===== src/rtl/imm_narrow_pipe.sv =====
// Two-stage valid/ready pipeline that narrows a signed IN_W value to an OUT_W immediate,
// saturating or wrapping unrepresentable values and counting delivered overflows.
module imm_narrow_pipe #(
   parameter int IN_W  = 6,
   parameter int OUT_W = 4,
   parameter int CNT_W = 8
) (
   input  logic             clk,
   input  logic             rst_n,
   input  logic             in_valid,
   output logic             in_ready,
   input  logic [IN_W-1:0]  in_data,
   input  logic             in_sat,
   output logic             out_valid,
   input  logic             out_ready,
   output logic [OUT_W-1:0] out_data,
   output logic             out_ovf,
   output logic [CNT_W-1:0] ovf_count,
   input  logic             clr_count
);

   localparam logic [OUT_W-1:0] MAX_POS = {1'b0, {(OUT_W-1){1'b1}}};
   localparam logic [OUT_W-1:0] MIN_NEG = {1'b1, {(OUT_W-1){1'b0}}};
   localparam logic [CNT_W-1:0] CNT_MAX = {CNT_W{1'b1}};

   logic             s1_valid_q, s1_valid_d;
   logic [IN_W-1:0]  s1_data_q,  s1_data_d;
   logic             s1_sat_q,   s1_sat_d;
   logic             s2_valid_q, s2_valid_d;
   logic [OUT_W-1:0] s2_data_q,  s2_data_d;
   logic             s2_ovf_q,   s2_ovf_d;
   logic [CNT_W-1:0] cnt_q,      cnt_d;

   logic                  adv1, adv2;
   logic                  fits;
   logic [IN_W-OUT_W:0]   hi_bits;
   logic [OUT_W-1:0]      narrowed;

   assign adv2     = !s2_valid_q || out_ready;
   assign adv1     = !s1_valid_q || adv2;
   assign in_ready = adv1;

   // A value fits when every bit from the output sign position upward is a copy of the sign.
   assign hi_bits = s1_data_q[IN_W-1:OUT_W-1];
   assign fits    = (&hi_bits) || !(|hi_bits);

   always_comb begin
      if (fits || !s1_sat_q) begin
         narrowed = s1_data_q[OUT_W-1:0];
      end else begin
         narrowed = s1_data_q[IN_W-1] ? MIN_NEG : MAX_POS;
      end
   end

   always_comb begin
      // NOTE: every next-state variable gets its hold value first so no path infers a latch.
      s1_valid_d = s1_valid_q;
      s1_data_d  = s1_data_q;
      s1_sat_d   = s1_sat_q;
      s2_valid_d = s2_valid_q;
      s2_data_d  = s2_data_q;
      s2_ovf_d   = s2_ovf_q;
      cnt_d      = cnt_q;

      if (adv1) begin
         s1_valid_d = in_valid;
         if (in_valid) begin
            s1_data_d = in_data;
            s1_sat_d  = in_sat;
         end
      end

      if (adv2) begin
         s2_valid_d = s1_valid_q;
         if (s1_valid_q) begin
            s2_data_d = narrowed;
            s2_ovf_d  = !fits;
         end
      end

      // Clear wins over a same-cycle overflow delivery; the count sticks at all-ones.
      if (clr_count) begin
         cnt_d = '0;
      end else if (s2_valid_q && out_ready && s2_ovf_q && (cnt_q != CNT_MAX)) begin
         cnt_d = cnt_q + CNT_W'(1);
      end
   end

   // NOTE: sequential state uses non-blocking assignments so all registers update together.
   always_ff @(posedge clk or negedge rst_n) begin
      if (!rst_n) begin
         s1_valid_q <= 1'b0;
         s1_data_q  <= '0;
         s1_sat_q   <= 1'b0;
         s2_valid_q <= 1'b0;
         s2_data_q  <= '0;
         s2_ovf_q   <= 1'b0;
         cnt_q      <= '0;
      end else begin
         s1_valid_q <= s1_valid_d;
         s1_data_q  <= s1_data_d;
         s1_sat_q   <= s1_sat_d;
         s2_valid_q <= s2_valid_d;
         s2_data_q  <= s2_data_d;
         s2_ovf_q   <= s2_ovf_d;
         cnt_q      <= cnt_d;
      end
   end

   assign out_valid = s2_valid_q;
   assign out_data  = s2_data_q;
   assign out_ovf   = s2_ovf_q;
   assign ovf_count = cnt_q;

endmodule

===== config.mk =====
export PLATFORM = sky130hd
export DESIGN_NAME = imm_narrow_pipe
export DESIGN_NICKNAME = d
export VERILOG_FILES = /design/src/rtl/imm_narrow_pipe.sv
export SDC_FILE = /design/constraint.sdc
export NUM_CORES = 1
export LEC_CHECK = 0
export ABC_CLOCK_PERIOD_IN_PS = 2600
export BUFFER_PORTS_ARGS = -buffer_cell sky130_fd_sc_hd__buf_4
export CELL_PAD_IN_SITES_DETAIL_PLACEMENT = 1
export CELL_PAD_IN_SITES_GLOBAL_PLACEMENT = 2
export CORE_MARGIN = 4
export CORE_UTILIZATION = 34
export CTS_BUF_LIST = sky130_fd_sc_hd__clkbuf_16
export CTS_CLUSTER_SIZE = 40
export DETAILED_ROUTE_END_ITERATION = 10
export PLACE_DENSITY = 0.88
export SYNTH_ARGS = -nofsm -noshare
export SYNTH_HDL_FRONTEND = slang
export SYNTH_SLANG_ARGS = --single-unit

===== constraint.sdc =====
create_clock -name clk -period 2.6 [get_ports clk]
set_input_delay 0.39 -clock clk [delete_from_list [all_inputs] [get_ports clk]]
set_output_delay 0.39 -clock clk [all_outputs]
set_load 0.05 [all_outputs]

==> summary.md <==
| Metric | Value |
|---|---|
| Setup ws final | `0.8752 ns` |
| Num Clock Sinks | `22` |
| Num CTS Buffers | `3` |
| Root buffer cell | `clkbuf_16` |
| Post-synthesis instance area | `1077 um^2` |
| Cells taking the most area after synthesis | `dfrtp_1, mux2_2, nand2b_1, inv_1, mux2i_1` |
| Top cells by count, synth | `dfrtp_1, mux2_2, inv_1` |
| Global-route wire length before repair | `4084 um` |
| Critical Path, Cell by Cell | `ha_1, and4_1, a211oi_1, mux2_2` |
| Die height | `64.29 um` |
| Final wirelength | `2338 um` |
| Clock tree from TritonCTS | `built` |
| Placed cell area | `1319 um^2` |
| Accumulated negative setup slack | `0 ns` |
| Dominant combinational cell family by area after synthesis | `simple AND/OR/NAND/NOR gates` |
| Leakage power | `0.6179 nW` |
| Gate count after technology mapping | `99` |
| Count of yosys warnings during synthesis | `0` |
| Total global routing overflow | `0` |
| Area fraction in compound gates after synthesis | `13.24%` |
| Total via count after detailed routing | `862` |
| Site row count | `20` |
| Layout cells sized above 1 | `31.50%` |
| Estimated wirelength of the detail-placed design | `1837 um` |
| Placeable core region | `3053 um^2` |
| HP Class | `input pin to asynchronous set/reset pin` |
| Min cycle time layout | `1.725 ns` |
| Final standard cell utilization of the core | `45.78%` |
| Maximum number of pins on one net before global-route repair | `23` |
| Startpoint-to-endpoint class of the critical path | `flip-flop to flip-flop` |
| Largest fanout on the critical path | `6` |
| Adder and majority gate portion of the synthesized area | `1.161%` |
| Count of final setup violators | `0` |
| Horizontal extent of the die | `64.29 um` |
| Count of endpoints failing hold in the final timing report | `0` |
| Cell Count Post-Placement | `167` |
| Number of pins with negative max-slew slack in the final report | `0` |
| Overall power | `990.3 uW` |
| Post-route clock skew | `0.003463 ns` |
| Area share of the largest cell type after synthesis | `51.10%` |
| Most frequent cell after synthesis | `dfrtp_1` |
| Net count of the mapped netlist | `112` |
| Data required time at the worst endpoint | `2.74 ns` |
| Pwr/cell area | `708.6 nW/um^2` |
| Post-synth ARST share | `100.0%` |
| Routed WL per cell | `13.67 um` |
| I/O Buffers | `26` |
| NumNets Final | `141` |
| Vias in the first global route | `921` |
| Global routing usage summed across all routing layers | `12.28%` |
| Post-route DRC | `0` |
| Total setup buffers inserted after CTS | `0` |
| Area share of and/or/nand/nor cells after synthesis | `17.31%` |
| Area of all placed cells without fillers | `1398 um^2` |
| Startpoint types | `flip-flop` |
| Multiplexer area fraction after synthesis | `13.24%` |
| Final non-filler cell total | `171` |
| Portion of the clock cycle consumed by the worst path in the final layout | `66.34%` |
| Post-CTS Hold Fix Bufs | `0` |
| Die area | `4133 um^2` |
| Reg clk slew, reported paths | `0.06 ns` |
| Pre-Repair DR Iteration Count | `4` |
| Library cell contributing the largest single delay on the critical path | `dfrtp_1` |
| Top-level I/O count | `27` |
| Clock latency reported for the late side of the worst-skew pair | `0.25 ns` |
| Via-to-Cell Ratio | `5.041` |
| Prevailing post-synth register cell | `dfrtp_1` |
| Yosys top cell by area | `dfrtp_1` |
| VDD IR max | `0.0003320 V` |
| Count of flip-flops with a built-in enable after synthesis | `0` |
| Area Growth Syn to Fin | `29.73%` |
| Register-to-register setup slack | `0.88 ns` |
| Initial antenna violation count | `0` |
| Register bit total from synthesis | `22` |
| Number of buffers between clock root and the deepest sink | `2` |
| Relative slew slack | `71.61%` |
| Unrepaired setup endpoints after global routing | `false` |
| Routability cong. | `0.7704` |
| Avg Cell Area, Syn | `10.88 um^2` |
| Min Hold Slack | `0.01758 ns` |
| Library cells used by synthesis | `32` |
| Highest clock rate | `579.8 MHz` |
| Number of routed nets with antenna violations | `0` |
| Critical path's largest stage delay | `0.43 ns` |
| Antenna diode count | `0` |
| Type of destination of the critical path | `flip-flop` |
| Worst slack, placed | `0.8962 ns` |
| DRT iter0 DRCs | `40` |
| Initial Util | `35.29%` |
| Measured slew at the worst slew-check pin | `0.4192 ns` |
| Max-cap violation count | `0` |
| Post-CTS Resized | `0` |
| Data arrival time of the critical path | `1.86 ns` |
| Xor and xnor fraction of the mapped netlist area | `0%` |
| Number of H-tree levels | `1` |
| Proportion of synthesized chip area in sequential cells | `51.10%` |
| Status | `finished, final reports clean` |
[metal layers]
layer	vias up	wire [um]	track usage [%]
met2	21	1222	22.04
met4	0	21	3.694
met3	3	126	3.515
li1	416	-	-
met5	-	0	0
met1	422	969	13.99
[state kept, by name, summed over array words and instances, names as in the netlist]
name / count
out_ovf: 1
out_data: 4
s1_sat_q: 1
s1_valid_q: 1
out_valid: 1
s1_data_q: 6
ovf_count: 8
[logic make-up after synthesis]
group           Yosys count
mux                      13
simple gates             32
fa+ha+maj                 1
flops                    22
buf+inv                  11
compound gates           20
[cell usage in the layout (no fill, tap or decap), types with 2 or more instances in the layout]
| cell type | n |
|---|---|
| buf_4 | 26 |
| dfrtp_1 | 22 |
| mux2_2 | 10 |
| inv_1 | 9 |
| nand2b_1 | 6 |
| a21oi_1 | 4 |
| nor2b_1 | 4 |
| nor2_1 | 4 |
| nand3_1 | 4 |
| mux2i_1 | 3 |
| nand2_1 | 3 |
| a31oi_1 | 3 |
| o22a_1 | 3 |
| a211oi_1 | 3 |
| clkbuf_16 | 3 |
| and4_1 | 2 |
| nor4_1 | 2 |
[worst max-delay path: cells and delay by family, from the launching register on]
kind	cells	cell delay, ns
adders and majority gates	1	0.27
DFF	1	0.43
and+or+nand+nor	1	0.28
muxes	1	0.36
AOI/OAI and AO/OA	1	0.27
[power by group]
group	total, mW	switching [mW]	internal (mW)	leakage [nW]
clock network	0.320	0.115	0.205	0.0385
logic	0.248	0.156	0.0929	0.309
registers	0.422	0.0373	0.385	0.270
total	0.990	0.308	0.682	0.618
[worst paths after layout]
| check | from | end | cells past startpoint |
|---|---|---|---|
| setup / recovery | ovf_count[0] | ovf_count[3] | 4 |
| hold / removal | rst_n | ovf_count[6] | 1 |
| setup reg to reg | ovf_count[0] | ovf_count[3] | 4 |
| hold reg to reg | s1_data_q[1] | s1_data_q[1] | 1 |
| max in group asynchronous | rst_n | ovf_count[1] | 1 |
| min in group clk | in_valid | s1_valid_q | 2 |
[cell type report]
| cell class | count | area (um^2) |
|---|---|---|
| inverter | 9 | 33.78 |
| timing repair buffer | 26 | 195.2 |
| sequential | 22 | 550.5 |
| multi-input combinational | 66 | 484.2 |
| fill | 359 | 1655 |
| clock inverter | 1 | 3.754 |
| clock buffer | 3 | 75.07 |
| tap | 44 | 55.05 |
(Power assumes the default switching activity.)
